--- src/rtl/reg_access_seq_pkg.sv ---
// reg_access_seq_pkg: opcode constants and sequencer state encoding
package reg_access_seq_pkg;
  localparam logic [1:0] OP_LI  = 2'b00;
  localparam logic [1:0] OP_MOV = 2'b01;
  localparam logic [1:0] OP_ADD = 2'b10;
  localparam logic [1:0] OP_SUB = 2'b11;
  typedef enum logic [2:0] {
    IDLE = 3'd0,
    RDA  = 3'd1,
    RDB  = 3'd2,
    EXEC = 3'd3,
    WB   = 3'd4,
    DONE = 3'd5
  } state_t;
endpackage

--- src/rtl/seq_alu.sv ---
// seq_alu: 8-bit add/sub with carry-out or borrow and zero flag
module seq_alu (
  input  logic [7:0] a,
  input  logic [7:0] b,
  input  logic       sub,
  output logic [7:0] y,
  output logic       c,
  output logic       z
);
  logic [8:0] r;
  assign r = sub ? {1'b0, a} - {1'b0, b} : {1'b0, a} + {1'b0, b};
  assign y = r[7:0];
  assign c = r[8];
  assign z = ~|r[7:0];
endmodule

--- src/rtl/reg_access_seq.sv ---
// reg_access_seq: register-bank access sequencer for LI/MOV/ADD/SUB
module reg_access_seq
  import reg_access_seq_pkg::*;
(
  input  logic       clock,
  input  logic       reset_n,
  input  logic       instr_valid,
  input  logic [7:0] instr,
  input  logic [7:0] imm,
  output logic       instr_ready,
  output logic       WR,
  output logic [1:0] rd,
  output logic [1:0] rs,
  output logic [7:0] data,
  input  logic [7:0] regVal,
  output logic       done,
  output logic       zero,
  output logic       carry
);
  state_t state;
  logic [1:0] op, dst, src;
  logic [7:0] op_a, op_b, alu_y;
  logic alu_c, alu_z;
  logic unused_rsvd;
  assign unused_rsvd = ^instr[1:0];
  assign instr_ready = state == IDLE;
  // MOV passes opA through the adder with a zero second operand
  seq_alu u_alu (
    .a(op_a),
    .b(op == OP_MOV ? 8'd0 : op_b),
    .sub(op == OP_SUB),
    .y(alu_y),
    .c(alu_c),
    .z(alu_z)
  );
  always_ff @(posedge clock or negedge reset_n) begin
    if (!reset_n) begin
      state <= IDLE;
      WR    <= 1'b0;
      done  <= 1'b0;
      rd    <= 2'd0;
      rs    <= 2'd0;
      data  <= 8'd0;
      zero  <= 1'b0;
      carry <= 1'b0;
      op_a  <= 8'd0;
      op_b  <= 8'd0;
      op    <= OP_LI;
      dst   <= 2'd0;
      src   <= 2'd0;
    end else begin
      case (state)
        IDLE: if (instr_valid) begin
          op  <= instr[7:6];
          dst <= instr[5:4];
          src <= instr[3:2];
          if (instr[7:6] == OP_LI) begin
            state <= WB;
            WR    <= 1'b1;
            rd    <= instr[5:4];
            data  <= imm;
          end else begin
            state <= RDA;
            rs    <= instr[7:6] == OP_MOV ? instr[3:2] : instr[5:4];
          end
        end
        RDA: begin
          op_a <= regVal;
          if (op == OP_MOV) state <= EXEC;
          else begin
            state <= RDB;
            rs    <= src;
          end
        end
        RDB: begin
          op_b  <= regVal;
          state <= EXEC;
        end
        EXEC: begin
          state <= WB;
          WR    <= 1'b1;
          rd    <= dst;
          data  <= alu_y;
        end
        WB: begin
          state <= DONE;
          WR    <= 1'b0;
          done  <= 1'b1;
          if (op[1]) begin
            zero  <= alu_z;
            carry <= alu_c;
          end
        end
        DONE: begin
          state <= IDLE;
          done  <= 1'b0;
        end
        default: state <= IDLE;
      endcase
    end
  end
endmodule

--- config.mk ---
export PLATFORM = sky130hd
export DESIGN_NAME = reg_access_seq
export DESIGN_NICKNAME = d
export VERILOG_FILES = /design/src/rtl/reg_access_seq_pkg.sv /design/src/rtl/seq_alu.sv /design/src/rtl/reg_access_seq.sv
export SDC_FILE = /design/constraint.sdc
export NUM_CORES = 1
export LEC_CHECK = 0
export ABC_AREA = 0
export CAP_MARGIN = 20
export CORE_MARGIN = 2
export CORE_UTILIZATION = 45
export CTS_CLUSTER_SIZE = 12
export DETAILED_ROUTE_END_ITERATION = 10
export HOLD_SLACK_MARGIN = 0.03
export PLACE_DENSITY_LB_ADDON = 0.08
export SLEW_MARGIN = 25
export SYNTH_ARGS = -nofsm -noshare
export SYNTH_HDL_FRONTEND = slang
export SYNTH_SLANG_ARGS = --single-unit
--- constraint.sdc ---
create_clock -name clock -period 2.65 [get_ports clock]
set_input_delay 0.53 -clock clock [delete_from_list [all_inputs] [get_ports clock]]
set_output_delay 0.53 -clock clock [all_outputs]
set_load 0.02 [all_outputs]
After elaboration in Yosys (flattened, before gate mapping)
Cells that the tools add are included.

storage, ports and cells
  register bits = 41
  input port bits = 27
  word-level logic and storage cells = 61
  output and inout port bits = 17

operators by class
  multiplexer cells = 21
  equality and inequality tests = 12
  add/subtract/negate cells = 2
  reduce and logical (&&, ||, !) cells = 13

operators with widths
  cell                  number
  $mux W8               3
  $pmux W8 S2           1
  $pmux W3 S5           1
  $mux W2               6
  $add A8 B8 Y9         1
  $mux W9               1
  $sub A8 B8 Y9         1
  $pmux W2 S2           2
  $reduce_or A8 Y1      1
  $eq A3 B2 Y1 const B  2
  $eq A3 B3 Y1 const B  2
  $mux W3               2
  $ne A2 B2 Y1 const B  3
  $reduce_and A3 Y1     2
  $reduce_bool A2 Y1    3
  $eq A2 B1 Y1 const B  2
  $reduce_and A2 Y1     2
  $reduce_and A4 Y1     1
  $eq A3 B1 Y1 const B  1
  $logic_not A3 Y1      1
  $mux W1               3
  $pmux W1 S3           1
  $reduce_bool A3 Y1    1
  $eq A2 B2 Y1 const B  1
  4 further kinds       4

Depth between registers and ports, before layout
  word-level depth = 6
  mapped depth = 15
  gate-level depth less buffers = 13

Modules after synthesis
From an unflattened synthesis, not the netlist that was laid out.

second synthesis, totals
  cells, all modules = 228
  area, all modules = 2377.3 µm²

modules (own cells, without submodules)
  module          cells an instance  seq. area each (µm²)  area each (µm²)  times used
  reg_access_seq  153                1026.0                1848.0           1
  seq_alu         75                 0.0                   529.3            1

Least setup slack after synthesis
No wires, ideal clock.

  path kind = flip-flop to flip-flop
  start point = reg op[0]
  end point = reg zero
  buffers on the path = 2
  data arrival time = 2691 ps
  stages on the path, launching flop included = 15
  library setup time = 92 ps
  clock period less this slack = 2783 ps
  required time = 2558 ps
  path slack = -133 ps
  cells stage by stage = dfrtp_1 > buf_2 > nand2b_1 > clkbuf_1 > nand2_1 > ha_1 > a21oi_1 > o21bai_1 > xor2_1 > ha_1 > a211oi_1 > nor2_1 > nor4_1 > nor2_1 > o31ai_2

on the way
  cells in the longest elaborated chain, start to end = 6
  elaborated cells on any way between the ends = 8
  those cells by class = 2 x add/sub; 2 x eq/ne; 2 x mux; 2 x reduce/logical

ends and longest elaborated chain
  element                                         RTL line              RTL
  from (decl)                                     reg_access_seq.sv:21  logic [1:0] op, dst, src;
  from (signal assigned)                          reg_access_seq.sv:54  op <= instr[7:6];
  $eq A2 B1 Y1                                    reg_access_seq.sv:30  .b(op == OP_MOV ? 8'd0 : op_b),
  $mux W8                                         reg_access_seq.sv:30
  $add A8 B8 Y9 or $sub A8 B8 Y9 (tied branches)  seq_alu.sv:11         assign r = sub ? {1'b0, a} - {1'b0, b} : {1'b0, a} + {1'b0, b};
  $mux W9 *                                       seq_alu.sv:11
  $reduce_or A8 Y1 *                              seq_alu.sv:14         assign z = ~|r[7:0];
  $logic_not A1 Y1 *                              seq_alu.sv:14
  to (signal assigned)                            reg_access_seq.sv:90  zero <= alu_z;
  to (decl)                                       reg_access_seq.sv:17  output logic zero,

Every way passes the cells marked *; elsewhere a longest branch is shown, timed or not.
A chain may end at the register's enable or synchronous reset.

Worst setup path after layout
  start point = reg op[1]
  end point = reg carry

on the way
  cells in the longest elaborated chain, start to end = 4
  elaborated cells on any way between the ends = 7
  those cells by class = 2 x add/sub; 2 x eq/ne; 2 x mux; 1 x reduce/logical

ends and longest elaborated chain
  element                                         RTL line              RTL
  $eq A2 B1 Y1                                    reg_access_seq.sv:30
  $mux W8                                         reg_access_seq.sv:30
  $add A8 B8 Y9 or $sub A8 B8 Y9 (tied branches)  seq_alu.sv:11
  $mux W9                                         seq_alu.sv:11
  to (signal assigned)                            reg_access_seq.sv:91  carry <= alu_c;
  to (decl)                                       reg_access_seq.sv:18  output logic carry

Several ways; a longest one is shown, not always the timed one.

==> flow_metrics.tcl <==
set metrics [dict create \
    tightest_slew_ns 0.512 \
    cts_tree "yes" \
    final_max_slew_viol_count 0 \
    timing.rr.start "op[1]$_DFFE_PN0P_" \
    r2r_cells 10 \
    startpoint_type "flop" \
    overflow 0 \
    antenna_found_initial 0 \
    vias 1929 \
    fin_crit_ns 2.55 \
    cts_num_sinks 41 \
    fin_worst_skew_ns 0.00686 \
    grt_pass1_wl_um 8520 \
    outcome "finished clean" \
    netlist_instances 244 \
    synth_flop_cell "dfrtp_1" \
    grt_pass1_vias 1834 \
    fin_tns_setup_ns 0 \
    synth_nets 281 \
    die_area_um2 5930 \
    wl_per_cell_um 14.0 \
    worstPathArrival_ns 2.72 \
    hold_viol_final 0 \
    setup_viol_count_final 0 \
    drtPass1Iterations 4 \
    cts_max_level 2 \
    critPathMaxFanout 4 \
    routabilityCongestion 0.789 \
    layout_common_cells "dfrtp_1 (41), clkdlybuf4s50_1 (40), nand2_1 (23), nor2_1 (21), a21oi_1 (18)" \
    highest_layer "met4" \
    viasPerCell 5.33 \
    coreArea_um2 5140 \
    slowest_delay_ns 0.46 \
    drtIter0Drc 76 \
    grt_max_degree 42 \
    synthToLayoutAreaGrowth_pct 29.0 \
    max_cap_viol_count 0 \
    crit_path_end_kind "flop" \
    synth-seq-area-share_pct 42.8 \
    syn_area_um2 2400 \
    synth-seq-cells 41 \
    detail_route.wirelength.met1_um 2330 \
    cts_hold_buf 0 \
    synth_edf_count 0 \
    crit_chain "nand2b_4 > nand2_2 > ha_2 > mux2_4 > fa_1 > nor2b_4 > o31a_1 > o211ai_1 > a211oi_1 > o31ai_1" \
    die_w_um 77.0 \
    finalCritPeriodShare_pct 96.1 \
    yosysWarnings 0 \
    track_usage_pct 17.8 \
    insertedDiodeCount 0 \
    utilization_pct 60.2 \
    r2r_end "carry$_DFFE_PN0P_" \
    cts_root_buffer "clkbuf_8" \
    synthArstFlopShare_pct 100 \
    ys_types 47 \
    avgSynthCellArea_um2 9.83 \
    place_hpwl_um 3750 \
    required_ns 2.82 \
    max_slew_margin_pct 65.9 \
    dr_wl_met2_um 2500 \
    drive_gt1_share_pct 18.2 \
    max_freq_mhz 393 \
    routed-wl-met3_um 171 \
    ant_nets 0 \
    clock_latency_ns 0.30 \
    fin_nets 328 \
    clkSlewWorstSetupHoldPaths_ns 0.08 \
    routed_wl_um 5070 \
    start_util_pct 46.7 \
    critical_path_class "reg2reg" \
    rrSetupSlack_ns 0.10 \
    clock_path_buffers 2 \
    cpMaxStageDelayCell "fa_1" \
    hp-class "in2async" \
    cts_buffers 5 \
    chipHeight_um 77.0 \
    final_common_cell "dfrtp_1" \
    post-route-drc-count 0 \
    portBuffers 41 \
    num_io_pins 44 \
    rows 26 \
]
kinds of logic after synthesis:
family                   after synthesis  share of synthesized area (%)
AND/OR/NAND/NOR                       75                           15.3
AO/OA/AOI/OAI                         68                           18.6
flip-flops                            41                           42.8
multiplexers                          27                           12.4
buffers and inverters                 18                           3.49
adder cells (fa/ha/maj)               10                           5.53
XOR/XNOR                               5                           1.83
final cells by class:
cell class / instances / area (um2)
sequential: 41 / 1030
fill: 468 / 2050
clock inverter: 1 / 7.51
tap: 70 / 87.6
timing repair buffer: 50 / 475
multi-input combinational: 185 / 1390
inverter: 8 / 30.0
clock buffer: 7 / 76.3
registers in the layout, indices dropped and copies added (netlist names):
signal / count
op_a: 8
src: 2
data: 8
dst: 2
state: 3
op: 2
rs: 2
WR: 1
carry: 1
rd: 2
op_b: 8
done: 1
zero: 1
per-layer routing:
layer / vias to the layer above / global-route usage [%]
met5: - / 0
met4: 0 / 5.54
met3: 6 / 3.53
met2: 33 / 29.7
met1: 930 / 23.4
li1: 960 / -
worst max-delay path by stage:
stage | endpoint | depth (start not counted) | start | slack, ns
final | carry$_DFFE_PN0P_ | 10 | op[1]$_DFFE_PN0P_ | 0.10
after global routing | carry$_DFFE_PN0P_ | 10 | op[1]$_DFFE_PN0P_ | -0.02
after CTS | zero$_DFFE_PN0P_ | 12 | op[1]$_DFFE_PN0P_ | 0.004
after detailed placement | zero$_DFFE_PN0P_ | 12 | op[1]$_DFFE_PN0P_ | -0.01
after global placement | zero$_DFFE_PN0P_ | 12 | op[1]$_DFFE_PN0P_ | 0.04
after floorplan | zero$_DFFE_PN0P_ | 13 | op[1]$_DFFE_PN0P_ | 0.002
repair_timing:
action / CTS / global route
buffers inserted: 0 / 2
cloned: 0 / 0
gates resized for setup: 1 / 12
pin swaps: 0 / 7
endpoints found under the setup margin: 2 / 5
worst max-delay path: cells and delay by family (launching register included):
family | cells | cell delay, ns
DFF | 1 | 0.38
AOI/OAI and AO/OA | 4 | 0.67
and+or+nand+nor | 3 | 0.37
muxes | 1 | 0.28
adders and majority gates | 2 | 0.72
cells in the mapped netlist (all sizes together) (4+ instances only):
| master | number | area (um2) |
|---|---|---|
| dfrtp | 41 | 1030 |
| nand2 | 25 | 101 |
| nor2 | 24 | 95.1 |
| mux2 | 22 | 248 |
| a21oi | 20 | 100 |
| o21ai | 13 | 65.1 |
| buf | 9 | 50.0 |
| ha | 9 | 113 |
| inv | 8 | 30.0 |
| nor2b | 7 | 53.8 |
| o21a | 7 | 52.6 |
| o211ai | 6 | 45.0 |
| mux2i | 5 | 50.1 |
| nor3 | 5 | 25.0 |
| nand3 | 4 | 20.0 |
| o31ai | 4 | 35.0 |
per-stage QoR:
stage	setup slack [ns]	hold WS, ns	std cells	cell area [um2]
after global placement	0.0429	0.472	352	2920
after floorplan	0.00166	0.234	244	2440
after global routing	-0.0193	0.247	362	3090
after CTS	0.00442	0.392	360	3010
final	0.104	0.207	362	3090
after detailed placement	-0.0141	0.471	352	2920
Power is left out: the tool's default activity adds up to more than one toggle a clock period on the data nets, which glitch-free logic cannot reach.
